**src/rtl/activation_reader.sv**
```systemverilog
`default_nettype none
// ============================================================================
// Module   : activation_reader
// Desc     : Streams accumulator rows from a register file and requantizes
//            each lane (arithmetic shift + 8-bit saturation) into an output
//            FIFO. Define ACT_RELU_EN for ReLU clamping to [0,255]; the
//            default build saturates signed to [-128,127].
// Revision : 1.0
// ============================================================================
module activation_reader #(
    parameter int MATRIX_WIDTH = 14,
    parameter int READ_LATENCY = 7,
    parameter int FIFO_DEPTH   = 8,
    parameter int ADDR_WIDTH   = 8
) (
    input  logic                        clk,
    input  logic                        rst,
    input  logic                        enable,
    input  logic                        start,
    input  logic [ADDR_WIDTH-1:0]       base_addr,
    input  logic [15:0]                 length,
    input  logic [4:0]                  shift,
    output logic [ADDR_WIDTH-1:0]       acc_read_addr,
    input  logic [MATRIX_WIDTH*32-1:0]  acc_data,
    output logic [MATRIX_WIDTH*8-1:0]   out_data,
    output logic                        out_valid,
    input  logic                        out_ready,
    output logic                        busy,
    output logic                        done
);

    localparam int c_PTR_W = $clog2(FIFO_DEPTH);
    localparam int c_CNT_W = $clog2(FIFO_DEPTH + 1);
    localparam int c_CRD_W = $clog2(FIFO_DEPTH + READ_LATENCY + 2) + 1;

    localparam logic [1:0] c_S_IDLE  = 2'd0;
    localparam logic [1:0] c_S_ISSUE = 2'd1;
    localparam logic [1:0] c_S_DRAIN = 2'd2;

    logic [1:0]                 r_state;
    logic [1:0]                 w_state_nxt;
    logic [ADDR_WIDTH-1:0]      r_next_addr;
    logic [ADDR_WIDTH-1:0]      r_acc_addr;
    logic [15:0]                r_len;
    logic [15:0]                r_issue_cnt;
    logic [15:0]                r_pop_cnt;
    logic [4:0]                 r_shift;
    logic [READ_LATENCY-1:0]    r_tags;
    logic                       r_comp_vld;
    logic [MATRIX_WIDTH*8-1:0]  r_comp_data;
    logic [MATRIX_WIDTH*8-1:0]  w_act_row;
    logic [MATRIX_WIDTH*8-1:0]  r_fifo [FIFO_DEPTH];
    logic [c_PTR_W-1:0]         r_wr_ptr;
    logic [c_PTR_W-1:0]         r_rd_ptr;
    logic [c_CNT_W-1:0]         r_count;
    logic                       r_done;
    logic [c_CRD_W-1:0]         w_credits;

    logic w_fifo_valid;
    logic w_accept;
    logic w_zero_start;
    logic w_issue;
    logic w_last_issue;
    logic w_pop;
    logic w_push;
    logic w_last_pop;

    assign w_fifo_valid = (r_count != '0);
    assign w_pop        = w_fifo_valid && out_ready;
    assign w_push       = enable && r_comp_vld;
    assign w_accept     = start && (r_state == c_S_IDLE) && (length != 16'd0);
    assign w_zero_start = start && (r_state == c_S_IDLE) && (length == 16'd0);
    assign w_issue      = (r_state == c_S_ISSUE) && enable && (w_credits < c_CRD_W'(FIFO_DEPTH));
    assign w_last_issue = w_issue && (r_issue_cnt == r_len - 16'd1);
    assign w_last_pop   = w_pop && (r_pop_cnt == r_len - 16'd1);

    // Every issued row owns a slot until popped; a pop on this edge frees one.
    always_comb begin
        w_credits = c_CRD_W'(r_count) + c_CRD_W'(r_comp_vld);
        for (int i = 0; i < READ_LATENCY; i++) begin
            w_credits = w_credits + c_CRD_W'(r_tags[i]);
        end
        if (w_pop) begin
            w_credits = w_credits - c_CRD_W'(1);
        end
    end

    // ---------------- FSM: state register ----------------
    always_ff @(posedge clk or negedge rst) begin
        if (!rst) begin
            r_state <= c_S_IDLE;
        end else begin
            r_state <= w_state_nxt;
        end
    end

    // ---------------- FSM: next state ----------------
    always_comb begin
        w_state_nxt = r_state;
        case (r_state)
            c_S_IDLE:  if (w_accept)     w_state_nxt = c_S_ISSUE;
            c_S_ISSUE: if (w_last_issue) w_state_nxt = c_S_DRAIN;
            c_S_DRAIN: if (w_last_pop)   w_state_nxt = c_S_IDLE;
            default:                     w_state_nxt = c_S_IDLE;
        endcase
    end

    // ---------------- FSM: outputs ----------------
    always_comb begin
        busy          = (r_state != c_S_IDLE);
        done          = r_done;
        out_valid     = w_fifo_valid;
        out_data      = w_fifo_valid ? r_fifo[r_rd_ptr] : '0;
        acc_read_addr = r_acc_addr;
    end

    // ---------------- burst control and read issue ----------------
    always_ff @(posedge clk or negedge rst) begin
        if (!rst) begin
            r_next_addr <= '0;
            r_acc_addr  <= '0;
            r_len       <= '0;
            r_issue_cnt <= '0;
            r_pop_cnt   <= '0;
            r_shift     <= '0;
            r_done      <= 1'b0;
        end else begin
            r_done <= w_zero_start || ((r_state == c_S_DRAIN) && w_last_pop);
            if (w_accept) begin
                r_next_addr <= base_addr;
                r_len       <= length;
                r_shift     <= shift;
                r_issue_cnt <= '0;
                r_pop_cnt   <= '0;
            end else begin
                if (w_issue) begin
                    r_acc_addr  <= r_next_addr;
                    r_next_addr <= r_next_addr + ADDR_WIDTH'(1);
                    r_issue_cnt <= r_issue_cnt + 16'd1;
                end
                if (w_pop) begin
                    r_pop_cnt <= r_pop_cnt + 16'd1;
                end
            end
        end
    end

    // Tag line mirrors the register file pipeline so capture lines up with data_out.
    always_ff @(posedge clk or negedge rst) begin
        if (!rst) begin
            r_tags      <= '0;
            r_comp_vld  <= 1'b0;
            r_comp_data <= '0;
        end else if (enable) begin
            for (int i = READ_LATENCY - 1; i > 0; i--) begin
                r_tags[i] <= r_tags[i-1];
            end
            r_tags[0]  <= w_issue;
            r_comp_vld <= r_tags[READ_LATENCY-1];
            if (r_tags[READ_LATENCY-1]) begin
                r_comp_data <= w_act_row;
            end
        end
    end

    // ---------------- per-lane requantization ----------------
    for (genvar g = 0; g < MATRIX_WIDTH; g++) begin : g_lane
        logic signed [31:0] w_word;
        logic signed [31:0] w_shifted;
        logic [7:0]         w_sat;

        assign w_word    = acc_data[g*32 +: 32];
        assign w_shifted = w_word >>> r_shift;

        always_comb begin
`ifdef ACT_RELU_EN
            if (w_shifted < 0) begin
                w_sat = 8'd0;
            end else if (w_shifted > 255) begin
                w_sat = 8'hFF;
            end else begin
                w_sat = w_shifted[7:0];
            end
`else
            if (w_shifted < -128) begin
                w_sat = 8'h80;
            end else if (w_shifted > 127) begin
                w_sat = 8'h7F;
            end else begin
                w_sat = w_shifted[7:0];
            end
`endif
        end

        assign w_act_row[g*8 +: 8] = w_sat;
    end

    // ---------------- output FIFO ----------------
    always_ff @(posedge clk) begin
        if (w_push) begin
            r_fifo[r_wr_ptr] <= r_comp_data;
        end
    end

    always_ff @(posedge clk or negedge rst) begin
        if (!rst) begin
            r_wr_ptr <= '0;
            r_rd_ptr <= '0;
            r_count  <= '0;
        end else begin
            if (w_push) begin
                r_wr_ptr <= r_wr_ptr + c_PTR_W'(1);
            end
            if (w_pop) begin
                r_rd_ptr <= r_rd_ptr + c_PTR_W'(1);
            end
            case ({w_push, w_pop})
                2'b10:   r_count <= r_count + c_CNT_W'(1);
                2'b01:   r_count <= r_count - c_CNT_W'(1);
                default: r_count <= r_count;
            endcase
        end
    end

endmodule
`default_nettype wire

```
**config.mk**
```make
export PLATFORM = sky130hd
export DESIGN_NAME = activation_reader
export DESIGN_NICKNAME = d
export VERILOG_FILES = /design/src/rtl/activation_reader.sv
export SDC_FILE = /design/constraint.sdc
export NUM_CORES = 2
export LEC_CHECK = 0
export CAP_MARGIN = 20
export CORE_UTILIZATION = 55
export DETAILED_ROUTE_END_ITERATION = 6
export GPL_TIMING_DRIVEN = 1
export PLACE_DENSITY = 0.74
export SKIP_LAST_GASP = 1
export SYNTH_ARGS = -nofsm -noshare
export SYNTH_HDL_FRONTEND = slang
export SYNTH_SLANG_ARGS = --single-unit
```
**constraint.sdc**
```tcl
create_clock -name clk -period 25.4 [get_ports clk]
set_input_delay 7.62 -clock clk [delete_from_list [all_inputs] [get_ports clk]]
set_output_delay 7.62 -clock clk [all_outputs]
set_load 0.05 [all_outputs]
```
==> out/results.tsv <==
stage	metric	value	unit
status	status	finished with violations	
status	violated checks	DRC	
critical_path	FF-to-FF End	r_comp_data[85]	
synthesis	Post-synth EDFFs	896	
min_path	worst hold start	acc_read_addr[0]	
critical_path	Critical Path RT	17.78	ns
critical_path	critical path type	reg -> out	
drt	Via density	7.209	
cells_and_area	most common cell after layout, fill and taps aside	edfxtp_1	
grt	first-pass GRT wire length	369200	um
grt	largest net degree at the start of global routing	154	
placed_design	dpl hpwl	176400	um
die	DIE WIDTH	362.7	um
critical_path	Worst Setup Start Kind	register	
synthesis	Yosys reg bits	1098	
timing	Max-slew headroom	15.63	%
cells_and_area	fin util	63.92	%
synthesis	Ys Warns	0	
power	maximum vdd ir drop	119.1	uV
timing	Fmax	0.07830	GHz
cells_and_area	most frequent cells in the layout	896 x edfxtp_1, 636 x mux4_2, 603 x clkdlybuf4s50_1	
synthesis	FFs w/ async S/R, synth	18.40	%
critical_path	Worst Setup End Kind	primary output	
clock_network	total CTS buffers	110	
grt	GRT overflow	0	
run	max cap viols	0	
critical_path	r2r startpoint	r_shift[1]	
die	DIE HEIGHT	362.7	um
timing	Hold Vio Cnt, Final	0	
drt	Post-DRT Antenna Nets	0	
die	core area	128300	um2
critical_path	r2r worst-path depth	12	
min_path	HP Class	reg -> reg	
power	Pwr per Cell Area	122.1	nW/um2
power	Pwr Total	10.01	mW
timing	final-report setup violation count	0	
synthesis	Post-Syn Area	71580	um2
drt	Initial DRT Pass Iterations	7	
drt	via count	55840	
clock_network	hold buffers post-CTS	0	
synthesis	sequential element share of the synthesized area	44.65	%
cells_and_area	proportion of layout cells with a drive suffix above 1	19.72	%
grt	initial antenna violation count	77	
synthesis	Post-Syn Instances	5567	
min_path	Hold Path Sink	acc_read_addr[0]	
synthesis	Synth cell types	112	
die	io pins	605	
timing	Setup Skew	0.05763	ns
placed_design	IO Port Bufs	604	
grt	vias in the first global route	52370	
min_path	hold depth	2	
critical_path	Arr. time, crit path	5.15	ns
clock_network	post-cts repair resize count	0	
clock_network	Skew-Pair Late Insertion Delay	0.76	ns
critical_path	R2R setup slack	18.02	ns
drt	Avg WL per Cell	33.08	um
clock_network	Longest Clk Path Bufs	3	
cells_and_area	finished layout cell area	82040	um2
die	Initial Util	55.77	%
clock_network	root buffer cell	clkbuf_16	
synthesis	syn_area_per_cell	12.86	um2
timing	crit path setup slack, layout	12.63	ns
timing	setup TNS	0	ns
timing	RSZ-0062 raised after global routing	false	
cells_and_area	P&R area growth vs syn	14.62	%
clock_network	htree depth	3	
die	num rows	131	
drt	DR DRC count	1	
power	Leakage	29.26	nW
critical_path	Max Fanout on Critical Path	50	
synthesis	Syn Nets	6070	
timing	Tcrit/Tclk final	50.28	%
grt	gr usage total	38.41	%
timing	Tightest Pin Transition	1.263	ns
die	DIE AREA	131600	um2
placed_design	Setup WS pre-CTS	13.35	ns
clock_network	CTS tree	yes	
clock_network	Reg clk slew, reported paths	0.06	ns
synthesis	Main synth FF type	edfxtp_1	
timing	Max Transition Viols Final	0	
clock_network	Setup Buffers After CTS	0	
drt	Iter 0 DRT Violations	8728	
drt	WL final	256200	um
cells_and_area	fin nets	6381	
clock_network	Clock Sink Count	1098	
placed_design	GPL Wtd Cong	1.030	
timing	Final min period	12.77	ns
placed_design	Cell Area, Placed	78140	um2
through the flow:
stage          hold WS, ns  std cells
4_1_cts             0.4933       7701
2_1_floorplan       0.4530       5567
3_3_place_gp        0.4631       7493
5_1_grt             0.5018       7731
3_5_place_dp        0.4702       7493
6_report            0.4860       7745
power by group:
group	switching [mW]	internal (mW)
Sequential	0.492	2.35
Clock	0.723	0.958
Combinational	3.29	2.20
Total	4.50	5.51
sequential cells by signal, summed over array words and instances, names as in the netlist:
signal	flops
r_fifo	896
r_comp_data	112
r_issue_cnt	16
r_len	16
r_pop_cnt	16
acc_read_addr	8
r_next_addr	8
r_tags	7
r_shift	5
r_count	4
r_rd_ptr	3
r_wr_ptr	3
r_state	2
done	1
r_comp_vld	1
area by class of cell:
| cell class | instances | area [um2] |
|---|---|---|
| Timing Repair Buffer | 695 | 6898 |
| Sequential cell | 1098 | 31990 |
| Clock buffer | 136 | 2892 |
| Antenna cell | 42 | 105.1 |
| Tap cell | 1729 | 2163 |
| Clock inverter | 72 | 845.8 |
| Multi-Input combinational cell | 3922 | 36930 |
| Fill cell | 9617 | 46300 |
| Inverter | 51 | 214.0 |
metal layers:
metal | GRT usage, % | vias up | part of all wire [%]
met3 | 13.37 | 591 | 14
met2 | 53.53 | 4049 | 42
met5 | 0 | - | 0.17
li1 | - | 23080 | -
met4 | 14.52 | 64 | 4.0
met1 | 55.26 | 28060 | 39
worst max path at each step:
stage / start / to / slack (ns) / depth (start not counted)
3_5_place_dp: r_rd_ptr[0] / out_data[4] / 13.35 / 6
3_3_place_gp: r_rd_ptr[0] / out_data[4] / 13.35 / 6
6_report: r_rd_ptr[0] / out_data[66] / 12.63 / 6
5_1_grt: r_rd_ptr[0] / out_data[4] / 12.25 / 6
2_1_floorplan: enable / r_fifo[4][0] / 4.96 / 3
4_1_cts: r_rd_ptr[0] / out_data[66] / 12.47 / 6
synth_stat cells, types with 34 or more instances:
master | count | share of area [%]
edfxtp_1 | 896 | 38
mux4_2 | 636 | 20
nand2_1 | 582 | 3.1
mux2i_1 | 461 | 6.4
nor2_1 | 382 | 2.0
clkbuf_1 | 202 | 1.1
dfrtp_1 | 202 | 7.1
mux2_2 | 193 | 3.0
a21oi_1 | 181 | 1.3
o21ai_0 | 174 | 1.2
buf_2 | 123 | 0.86
a211oi_1 | 100 | 1.0
buf_4 | 69 | 0.72
nand3_1 | 68 | 0.48
buf_1 | 67 | 0.35
a22oi_1 | 66 | 0.69
nor3_1 | 60 | 0.42
nor4_1 | 58 | 0.51
xnor2_1 | 52 | 0.64
and3_1 | 50 | 0.44
nand4_1 | 50 | 0.44
inv_1 | 46 | 0.24
o22ai_1 | 45 | 0.39
a221oi_1 | 44 | 0.54
o211ai_1 | 43 | 0.45
nand2b_1 | 38 | 0.33
a31oi_1 | 35 | 0.31
a22o_1 | 34 | 0.42
worst max-delay path, stage by stage (launching register included):
cell and delay, ns:
dfrtp_4 1.09, buf_4 0.80, buf_4 0.71, mux4_2 0.60
mux2i_1 0.25, nor2_1 0.08, clkdlybuf4s50_1 0.73
logic make-up (layout without fill, tap and decap cells):
family | count (synthesis) | after routing | synth area share (%)
AND/OR/NAND/NOR | 1451 | 1451 | 9.356
multiplexers | 1304 | 1304 | 29.90
flip-flops | 1098 | 1098 | 44.65
AO/OA/AOI/OAI | 1062 | 1062 | 10.66
buffers and inverters | 547 | 954 | 3.926
XOR/XNOR | 84 | 84 | 1.068
adder cells (fa/ha/maj) | 21 | 21 | 0.4300
other | 0 | 42 | 0
Power figures use the tool's default switching activity.
